### src/rtl/game_pkg.sv
// Shared types and constants for the Cat vs Dog turn scheduler.
package game_pkg;

    typedef enum logic [2:0] {
        ST_WAIT,
        ST_CHARGE,
        ST_THROW,
        ST_RELEASE,
        ST_OVER
    } state_t;

    localparam logic [6:0] WIND_CALM = 7'd50;
    localparam logic [6:0] WIND_MAX  = 7'd100;
    localparam logic [9:0] FORCE_MAX = 10'd1023;
    localparam logic [6:0] LFSR_SEED = 7'h5A;

    // Fold a raw 7-bit LFSR value (1..127) into the wind range 1..100.
    function automatic logic [6:0] wind_fold(input logic [6:0] raw);
        return (raw <= WIND_MAX) ? raw : raw - 7'd27;
    endfunction

endpackage

### src/rtl/wind_lfsr.sv
// Free-running 7-bit LFSR (x^7 + x^6 + 1) producing the next turn's wind.
module wind_lfsr
    import game_pkg::*;
(
    input  logic       clk,
    input  logic       rst,
    output logic [6:0] wind_next
);

    logic [6:0] lfsr_q;
    logic [6:0] lfsr_d;

    // Shift left, feedback from the two taps of the primitive polynomial.
    always_comb begin
        lfsr_d = {lfsr_q[5:0], lfsr_q[6] ^ lfsr_q[5]};
    end

    // Advance every cycle; a nonzero seed keeps it out of the all-zero lock-up state.
    always_ff @(posedge clk or posedge rst) begin
        if (rst) begin
            lfsr_q <= LFSR_SEED;
        end else begin
            // NOTE: state registers use non-blocking assignments so every flop samples pre-edge values.
            lfsr_q <= lfsr_d;
        end
    end

    assign wind_next = wind_fold(lfsr_q);

endmodule

### src/rtl/turn_ctl.sv
// Turn scheduler: charges throw force, runs alternating throws, tracks HP and winner.
module turn_ctl
    import game_pkg::*;
#(
    parameter int unsigned FORCE_TICK    = 650000,
    parameter int unsigned FORCE_STEP    = 8,
    parameter int unsigned HP_INIT       = 100,
    parameter int unsigned DAMAGE        = 20,
    parameter int unsigned THROW_TIMEOUT = 390000000
) (
    input  logic       clk,
    input  logic       rst,
    input  logic       fire,
    input  logic       hit_cat,
    input  logic       hit_dog,
    input  logic       throw_done_cat,
    input  logic       throw_done_dog,
    output logic       enable_cat,
    output logic       enable_dog,
    output logic [9:0] throw_force,
    output logic [6:0] wind_force,
    output logic [7:0] cat_hp,
    output logic [7:0] dog_hp,
    output logic       turn_dog,
    output logic       charging,
    output logic       game_over,
    output logic       winner_dog
);

    localparam int TICK_W = (FORCE_TICK > 1) ? $clog2(FORCE_TICK) : 1;
    localparam int TMO_W  = (THROW_TIMEOUT > 1) ? $clog2(THROW_TIMEOUT) : 1;

    localparam logic [TICK_W-1:0] TICK_LAST = TICK_W'(FORCE_TICK - 1);
    localparam logic [TMO_W-1:0]  TMO_LAST  = TMO_W'(THROW_TIMEOUT - 1);
    localparam logic [10:0]       STEP      = 11'(FORCE_STEP);
    localparam logic [7:0]        HP_FULL   = 8'(HP_INIT);
    localparam logic [7:0]        DMG       = 8'(DAMAGE);

    state_t              state_q, state_d;
    logic                turn_dog_q, turn_dog_d;
    logic [9:0]          force_q, force_d;
    logic [6:0]          wind_q, wind_d;
    logic [7:0]          cat_hp_q, cat_hp_d;
    logic [7:0]          dog_hp_q, dog_hp_d;
    logic                winner_q, winner_d;
    logic                hit_taken_q, hit_taken_d;
    logic                timed_out_q, timed_out_d;
    logic [TICK_W-1:0]   tick_q, tick_d;
    logic [TMO_W-1:0]    tmo_q, tmo_d;
    logic                fire_d_q;

    logic       fire_rise;
    logic       active_hit;
    logic       active_done;
    logic [10:0] force_sum;
    logic [9:0]  force_sat;
    logic [6:0]  wind_next;

    wind_lfsr u_wind_lfsr (
        .clk       (clk),
        .rst       (rst),
        .wind_next (wind_next)
    );

    function automatic logic [7:0] hp_after_hit(input logic [7:0] hp);
        return (hp >= DMG) ? hp - DMG : 8'd0;
    endfunction

    assign fire_rise   = fire & ~fire_d_q;
    assign active_hit  = turn_dog_q ? hit_dog : hit_cat;
    assign active_done = turn_dog_q ? throw_done_dog : throw_done_cat;
    assign force_sum   = {1'b0, force_q} + STEP;
    assign force_sat   = (force_sum > {1'b0, FORCE_MAX}) ? FORCE_MAX : force_sum[9:0];

    // Next-state logic for the turn FSM and everything it owns.
    always_comb begin
        // NOTE: every signal gets a hold-value default first so no path infers a latch.
        state_d     = state_q;
        turn_dog_d  = turn_dog_q;
        force_d     = force_q;
        wind_d      = wind_q;
        cat_hp_d    = cat_hp_q;
        dog_hp_d    = dog_hp_q;
        winner_d    = winner_q;
        hit_taken_d = hit_taken_q;
        timed_out_d = timed_out_q;
        tick_d      = tick_q;
        tmo_d       = tmo_q;

        unique case (state_q)
            ST_WAIT: begin
                if (fire_rise) begin
                    state_d = ST_CHARGE;
                    force_d = '0;
                    tick_d  = '0;
                end
            end
            ST_CHARGE: begin
                if (!fire) begin
                    state_d     = ST_THROW;
                    tmo_d       = '0;
                    timed_out_d = 1'b0;
                end else if (tick_q == TICK_LAST) begin
                    tick_d  = '0;
                    force_d = force_sat;
                end else begin
                    tick_d = tick_q + 1'b1;
                end
            end
            ST_THROW: begin
                // One accepted hit per throw, only from the side that is throwing.
                if (active_hit && !hit_taken_q) begin
                    hit_taken_d = 1'b1;
                    if (turn_dog_q) cat_hp_d = hp_after_hit(cat_hp_q);
                    else            dog_hp_d = hp_after_hit(dog_hp_q);
                end
                if (active_done) begin
                    state_d = ST_RELEASE;
                end else if (tmo_q == TMO_LAST) begin
                    state_d     = ST_RELEASE;
                    timed_out_d = 1'b1;
                end else begin
                    tmo_d = tmo_q + 1'b1;
                end
            end
            ST_RELEASE: begin
                // A timed-out controller may never drop done, so do not wait on it.
                if (timed_out_q || !active_done) begin
                    hit_taken_d = 1'b0;
                    if (cat_hp_q == 8'd0 || dog_hp_q == 8'd0) begin
                        state_d  = ST_OVER;
                        winner_d = (cat_hp_q == 8'd0);
                    end else begin
                        state_d    = ST_WAIT;
                        turn_dog_d = ~turn_dog_q;
                        wind_d     = wind_next;
                    end
                end
            end
            ST_OVER: begin
                if (fire_rise) begin
                    state_d    = ST_WAIT;
                    cat_hp_d   = HP_FULL;
                    dog_hp_d   = HP_FULL;
                    turn_dog_d = 1'b0;
                    force_d    = '0;
                    wind_d     = WIND_CALM;
                end
            end
            default: state_d = ST_WAIT;
        endcase
    end

    // State and datapath registers, cleared asynchronously.
    always_ff @(posedge clk or posedge rst) begin
        if (rst) begin
            state_q     <= ST_WAIT;
            turn_dog_q  <= 1'b0;
            force_q     <= '0;
            wind_q      <= WIND_CALM;
            cat_hp_q    <= HP_FULL;
            dog_hp_q    <= HP_FULL;
            winner_q    <= 1'b0;
            hit_taken_q <= 1'b0;
            timed_out_q <= 1'b0;
            tick_q      <= '0;
            tmo_q       <= '0;
            fire_d_q    <= 1'b0;
        end else begin
            state_q     <= state_d;
            turn_dog_q  <= turn_dog_d;
            force_q     <= force_d;
            wind_q      <= wind_d;
            cat_hp_q    <= cat_hp_d;
            dog_hp_q    <= dog_hp_d;
            winner_q    <= winner_d;
            hit_taken_q <= hit_taken_d;
            timed_out_q <= timed_out_d;
            tick_q      <= tick_d;
            tmo_q       <= tmo_d;
            fire_d_q    <= fire;
        end
    end

    assign enable_cat  = (state_q == ST_THROW) && !turn_dog_q;
    assign enable_dog  = (state_q == ST_THROW) &&  turn_dog_q;
    assign throw_force = force_q;
    assign wind_force  = wind_q;
    assign cat_hp      = cat_hp_q;
    assign dog_hp      = dog_hp_q;
    assign turn_dog    = turn_dog_q;
    assign charging    = (state_q == ST_CHARGE);
    assign game_over   = (state_q == ST_OVER);
    assign winner_dog  = winner_q;

endmodule

### config.mk
export PLATFORM = sky130hd
export DESIGN_NAME = turn_ctl
export DESIGN_NICKNAME = d
export VERILOG_FILES = /design/src/rtl/game_pkg.sv /design/src/rtl/wind_lfsr.sv /design/src/rtl/turn_ctl.sv
export SDC_FILE = /design/constraint.sdc
export NUM_CORES = 1
export LEC_CHECK = 0
export BUFFER_PORTS_ARGS = -buffer_cell sky130_fd_sc_hd__buf_2
export CAP_MARGIN = 20
export CORE_UTILIZATION = 45
export CTS_BUF_LIST = sky130_fd_sc_hd__clkbuf_4 sky130_fd_sc_hd__clkbuf_8 sky130_fd_sc_hd__clkbuf_16
export DETAILED_ROUTE_END_ITERATION = 10
export GPL_TIMING_DRIVEN = 0
export PLACE_DENSITY = 0.65
export RECOVER_POWER = 100
export SLEW_MARGIN = 5
export SYNTH_ARGS = -nofsm -noshare
export SYNTH_HDL_FRONTEND = slang
export SYNTH_HIERARCHICAL = 1
export SYNTH_SLANG_ARGS = --single-unit
### constraint.sdc
create_clock -name clk -period 2.56 [get_ports clk]
set_input_delay 0.512 -clock clk [delete_from_list [all_inputs] [get_ports clk]]
set_output_delay 0.512 -clock clk [all_outputs]
set_load 0.01 [all_outputs]
# Word level (Yosys, flattened, before mapping)

Cells that the tools add are included.

Register bits: 97
Latch bits: 0
RAM bits: 0
Memory bits (read-only): 0
Input port bits: 7
Output and inout bits: 39
Logic and storage cells: 124
Memories: 0

Add/sub/neg operators: 6
$mul: 0
Divide/modulo/power cells: 0
Magnitude comparators: 4
Eq/ne operators: 21
Shift operators: 0
Mux-type cells: 48
Bitwise logic cells: 4
Reductions and logical operators: 28

Operators with widths:

| operator              | number |
|---|---|
| $mux 29               | 3 |
| $mux 20               | 3 |
| $pmux 29 s2           | 1 |
| $mux 8                | 7 |
| $mux 10               | 4 |
| $pmux 20 s2           | 1 |
| $pmux 8 s2            | 2 |
| $add 29x1->29 const B | 1 |
| $eq 29x29->1 const B  | 1 |
| $mux 7                | 4 |
| $reduce_and 4->1      | 6 |
| $ne 2x2->1 const B    | 11 |
| $mux 3                | 7 |
| $add 20x1->20 const B | 1 |
| $eq 20x20->1 const B  | 1 |
| $pmux 10 s2           | 1 |
| $ge 8x5->1 const B    | 2 |
| $logic_not 8->1       | 2 |
| $sub 8x5->8 const B   | 2 |
| $pmux 3 s5            | 1 |
| $pmux 7 s2            | 1 |
| $reduce_bool 2->1     | 6 |
| $add 10x4->11 const B | 1 |
| $gt 11x10->1 const B  | 1 |
| 19 further kinds      | 41 |

# Depth between registers and ports, before layout

Depth after elaboration: 6
Gate-level depth with buffers: 8
Gate-level depth less buffers: 7

# Hierarchy

The synthesis kept the hierarchy.

Modules (own cells, without submodules):

| module    | times used | cells each | area each (µm²) | seq. area each (µm²) |
|---|---|---|---|---|
| turn_ctl  | 1          | 519        | 4717.0          | 2113.3 |
| wind_lfsr | 1          | 47         | 455.4           | 180.2 |

# Least setup slack after synthesis

OpenSTA, ideal clock, no wires.

Path kind: input to register
Start: in fire
End: reg tick_q[9]
Setup time: 125 ps
Data arrival time: 2062 ps
Data required time: 2435 ps
Path slack: 373 ps
Stages: 6
Path buffers: 1
Path through: or3b_4 -> or4_4 -> buf_6 -> or3_4 -> a21oi_2 -> o22ai_1

Longest elaborated chain between the ends: 3
Elaborated cells on any way between the ends: 4
Classes of those cells: eq/ne: 2; bitwise: 1; reduce/logical: 1

RTL lines:

| element                             | line            | source |
|---|---|---|
| start, declared                     | turn_ctl.sv:13  | `input logic fire,` |
| $and 1x1->1                         | turn_ctl.sv:69  | `assign fire_rise = fire & ~fire_d_q;` |
| $ne 2x2->1 (no source line)         | -               |  |
| $reduce_and 3->1 (no source line) * | -               |  |
| end signal, assigned                | turn_ctl.sv:179 | `tick_q <= tick_d;` |
| end, declared                       | turn_ctl.sv:48  | `logic [TICK_W-1:0] tick_q, tick_d;` |

Every way passes the cells marked *; elsewhere a longest branch is shown, timed or not.
A chain may end at the register's enable or synchronous reset.

# Final worst setup path

Start: reg state_q[2]
End: reg tmo_q[28]

Longest elaborated chain between the ends: 3
Elaborated cells on any way between the ends: 8
Classes of those cells: eq/ne: 5; mux: 1; reduce/logical: 2

RTL lines:

| element                                                                 | line            | source |
|---|---|---|
| start, declared                                                         | turn_ctl.sv:39  | `state_t state_q, state_d;` |
| start signal, assigned                                                  | turn_ctl.sv:170 | `state_q <= state_d;` |
| $eq 3x2->1 / $eq 3x1->1 (equally long branches)                         | turn_ctl.sv:90  | `unique case (state_q)` |
| $ne 2x2->1 (no source line) / $reduce_bool 2->1 (equally long branches) | -               |  |
| $reduce_and 4->1 (no source line)                                       | -               |  |
| end signal, assigned                                                    | turn_ctl.sv:180 | `tmo_q <= tmo_d;` |
| end, declared                                                           | turn_ctl.sv:49  | `logic [TMO_W-1:0] tmo_q, tmo_d;` |

Parallel ways exist; a longest one is shown, timed or not.

==> impl_metrics.ini <==
[critical_path]
cp_max_fo = 10
r2r-start = state_q[2]
arrival_ns = 2.67
worstReg2RegEnd = tmo_q[28]
ff2ff_path_depth = 6
r2r_setup_slack_ns = 0.15
cp.required_ns = 2.82
startpoint_type = register
path_class = register to register
critPathCapture = tmo_q[28]
cp-startpoint = state_q[2]
worst_setup_path_end_kind = register

[floorplan]
die_area_um2 = 11900
placementRows = 38
core_um2 = 11000
fp.dieW_um = 109
start_util_pct = 46.9
pin_count = 46
die_h_um = 109

[synth]
ys_async_sr_fraction_pct = 100
synth_cell_types = 66
synth_flop_cell = dfrtp_1
yosysWarnings = 6
synth_edf_count = 0
avgSynthCellArea_um2 = 9.14
ys_seq_area_share_pct = 44.3
synth_area_um2 = 5170
synth-seq-cells = 91
synth_cells = 566

[grt]
overflow = 0
grt_max_degree = 37
busiest_layer = met2
grt_pass1_wl_mm = 19.1
antenna_found_initial = 0
grt_util_met3_pct = 3.11
met2_usage_pct = 33.6
grt_pass1_vias = 4087
use_met1_pct = 26.8
grt_usage_pct = 20.7

[cells_and_area]
layout-drive-gt1-share_pct = 11.6
n_antenna_cell = 0
post-route-util_pct = 53.3
fin_area_um2 = 5880
nNetsFinal = 642
area_growth_pct = 13.7

[clocking]
cts-htree-levels = 3
cts.sinks = 91
cts-root-buf = clkbuf_16
clk_path_buf_depth = 2
cts_setup_buffers = 0
cts_tree = built
cts_inserted_buffers = 9
worstSkewPairLatency_ns = 0.35
cts.clk_slew.worst_paths_ns = 0.06

[placement]
io_buffers = 41
pre_cts_ws_ns = 0.0358
routabilityCongestion = 0.854
placed_area_um2 = 5610
hpwl_mm = 8.19

[routing]
drc = 0
drt-initial-drc-count = 208
drtAntennaViolNets = 0
vias = 4287
vias_per_cell = 5.58
avgRoutedWirePerCell_um = 14.8
drt_pass1_iterations = 4
wirelength_mm = 11.4

[sta]
layout_min_cycle_time_ns = 2.41
drv_slew = 0
rsz0062_at_grt = no
post-route-period-util_pct = 94.1
worst_slew_pin_slew_ns = 1.18
hold_violations = 0
slew-limit-headroom_pct = 21.5
tns_ns = 0
post-route-worst-setup-slack_ns = 0.152
finClkSkew_ns = 0.00842
setup_viol = 0
max_freq_mhz = 415

[worst_hold_path]
hold_class = input pin to asynchronous set/reset pin

[pwr]
power_density_nw_per_um2 = 771
leakage_uw = 0.00246
vdd_drop_max_mv = 0.449

[run]
drv_cap = 0

[outcome]
status = complete, no violations
-- timing repair --
item / in CTS / in global routing
setup endpoints to repair: 1 / 21
hold endpoints to repair: 0 / 0
hold buffers: 0 / 0
gates resized for setup: 3 / 6
-- through the flow --
step	hold slack (ns)	total power, uW	cells
finish	0.0829	4530	768
global route	0.103	4820	768
CTS	0.0972	4620	768
detailed placement	0.389	3170	752
global placement	0.383	3130	750
floorplan	0.312	2760	569
-- Yosys cell counts, drive strengths merged, types with 10 or more instances --
cell type	count	area, um^2
buf	14	104
nand2	39	146
a21oi	27	139
nand3	18	90.1
nor3	19	95.1
o21ai	39	199
dfrtp	78	1950
nor2	68	255
inv	36	135
nand4	17	106
mux2i	10	100
dfstp	13	342
xnor2	18	158
nand2b	11	68.8
ha	12	150
and3	11	68.8
clkbuf	13	48.8
-- routing by layer --
metal | vias to the layer above | part of all wire, %
li1 | 2133 | -
met5 | - | 0
met4 | 0 | 2.0
met2 | 82 | 48
met1 | 2056 | 47
met3 | 16 | 3.3
-- cell usage in the layout, fill, tap and decap left out, drive strengths merged, types with 10 or more instances in the layout --
cell type  count
nand3         18
dfstp         13
and3          11
nand2b        11
buf           25
mux2i         10
nand4         17
o21ai         39
ha            12
inv           35
clkbuf        59
dfrtp         78
nor3          19
a21oi         27
nand2         39
xnor2         18
nor2          68
-- cell families after synthesis --
logic type	Yosys count	share of synthesized area, %
flip-flops	91	44.3
buffers and inverters	63	5.56
XOR/XNOR	27	4.57
adder cells (fa/ha/maj)	12	2.90
other	1	0.0725
AND/OR/NAND/NOR	242	25.5
AO/OA/AOI/OAI	118	14.7
multiplexers	12	2.37
-- cell type report --
| cell class | count | area [um^2] |
|---|---|---|
| plain buffers | 27 | 159 |
| clock buffers | 15 | 295 |
| clock inverters | 1 | 30.0 |
| fillers | 1021 | 5150 |
| inverters | 36 | 136 |
| multi-input cells | 415 | 2600 |
| flip-flops and latches | 91 | 2290 |
| well taps | 140 | 175 |
| repair buffers | 43 | 189 |
-- how the worst min path moves through the flow --
stage,end,cells after the start
floorplan,u_wind_lfsr/lfsr_q[0],1
global placement,u_wind_lfsr/lfsr_q[3],0
detailed placement,u_wind_lfsr/lfsr_q[3],0
CTS,u_wind_lfsr/lfsr_q[0],2
global route,u_wind_lfsr/lfsr_q[0],2
finish,u_wind_lfsr/lfsr_q[0],2
-- sequential cells by signal, indices dropped and copies added (netlist names) --
register            flops
dog_hp                  6
tmo_q                  29
timed_out_q             1
u_wind_lfsr/lfsr_q      7
fire_d_q                1
turn_dog                1
tick_q                 20
state_q                 3
throw_force             8
winner_dog              1
wind_force              7
hit_taken_q             1
cat_hp                  6
-- where the power goes --
part / internal [uW] / switching, uW / leakage, uW
clock: 886 / 544 / 0.000163
combinational: 459 / 806 / 0.00111
sequential: 1640 / 193 / 0.00119
-- critical path, cell delays in order, from the launching register on --
cell and delay, ns:
dfrtp_1 0.37, buf_6 0.14, or3b_1 0.49, nor4_4 0.52, nand4_1 0.25, or3_1 0.36, a21oi_1 0.18
No activity file was read; power rests on OpenSTA's default activity.
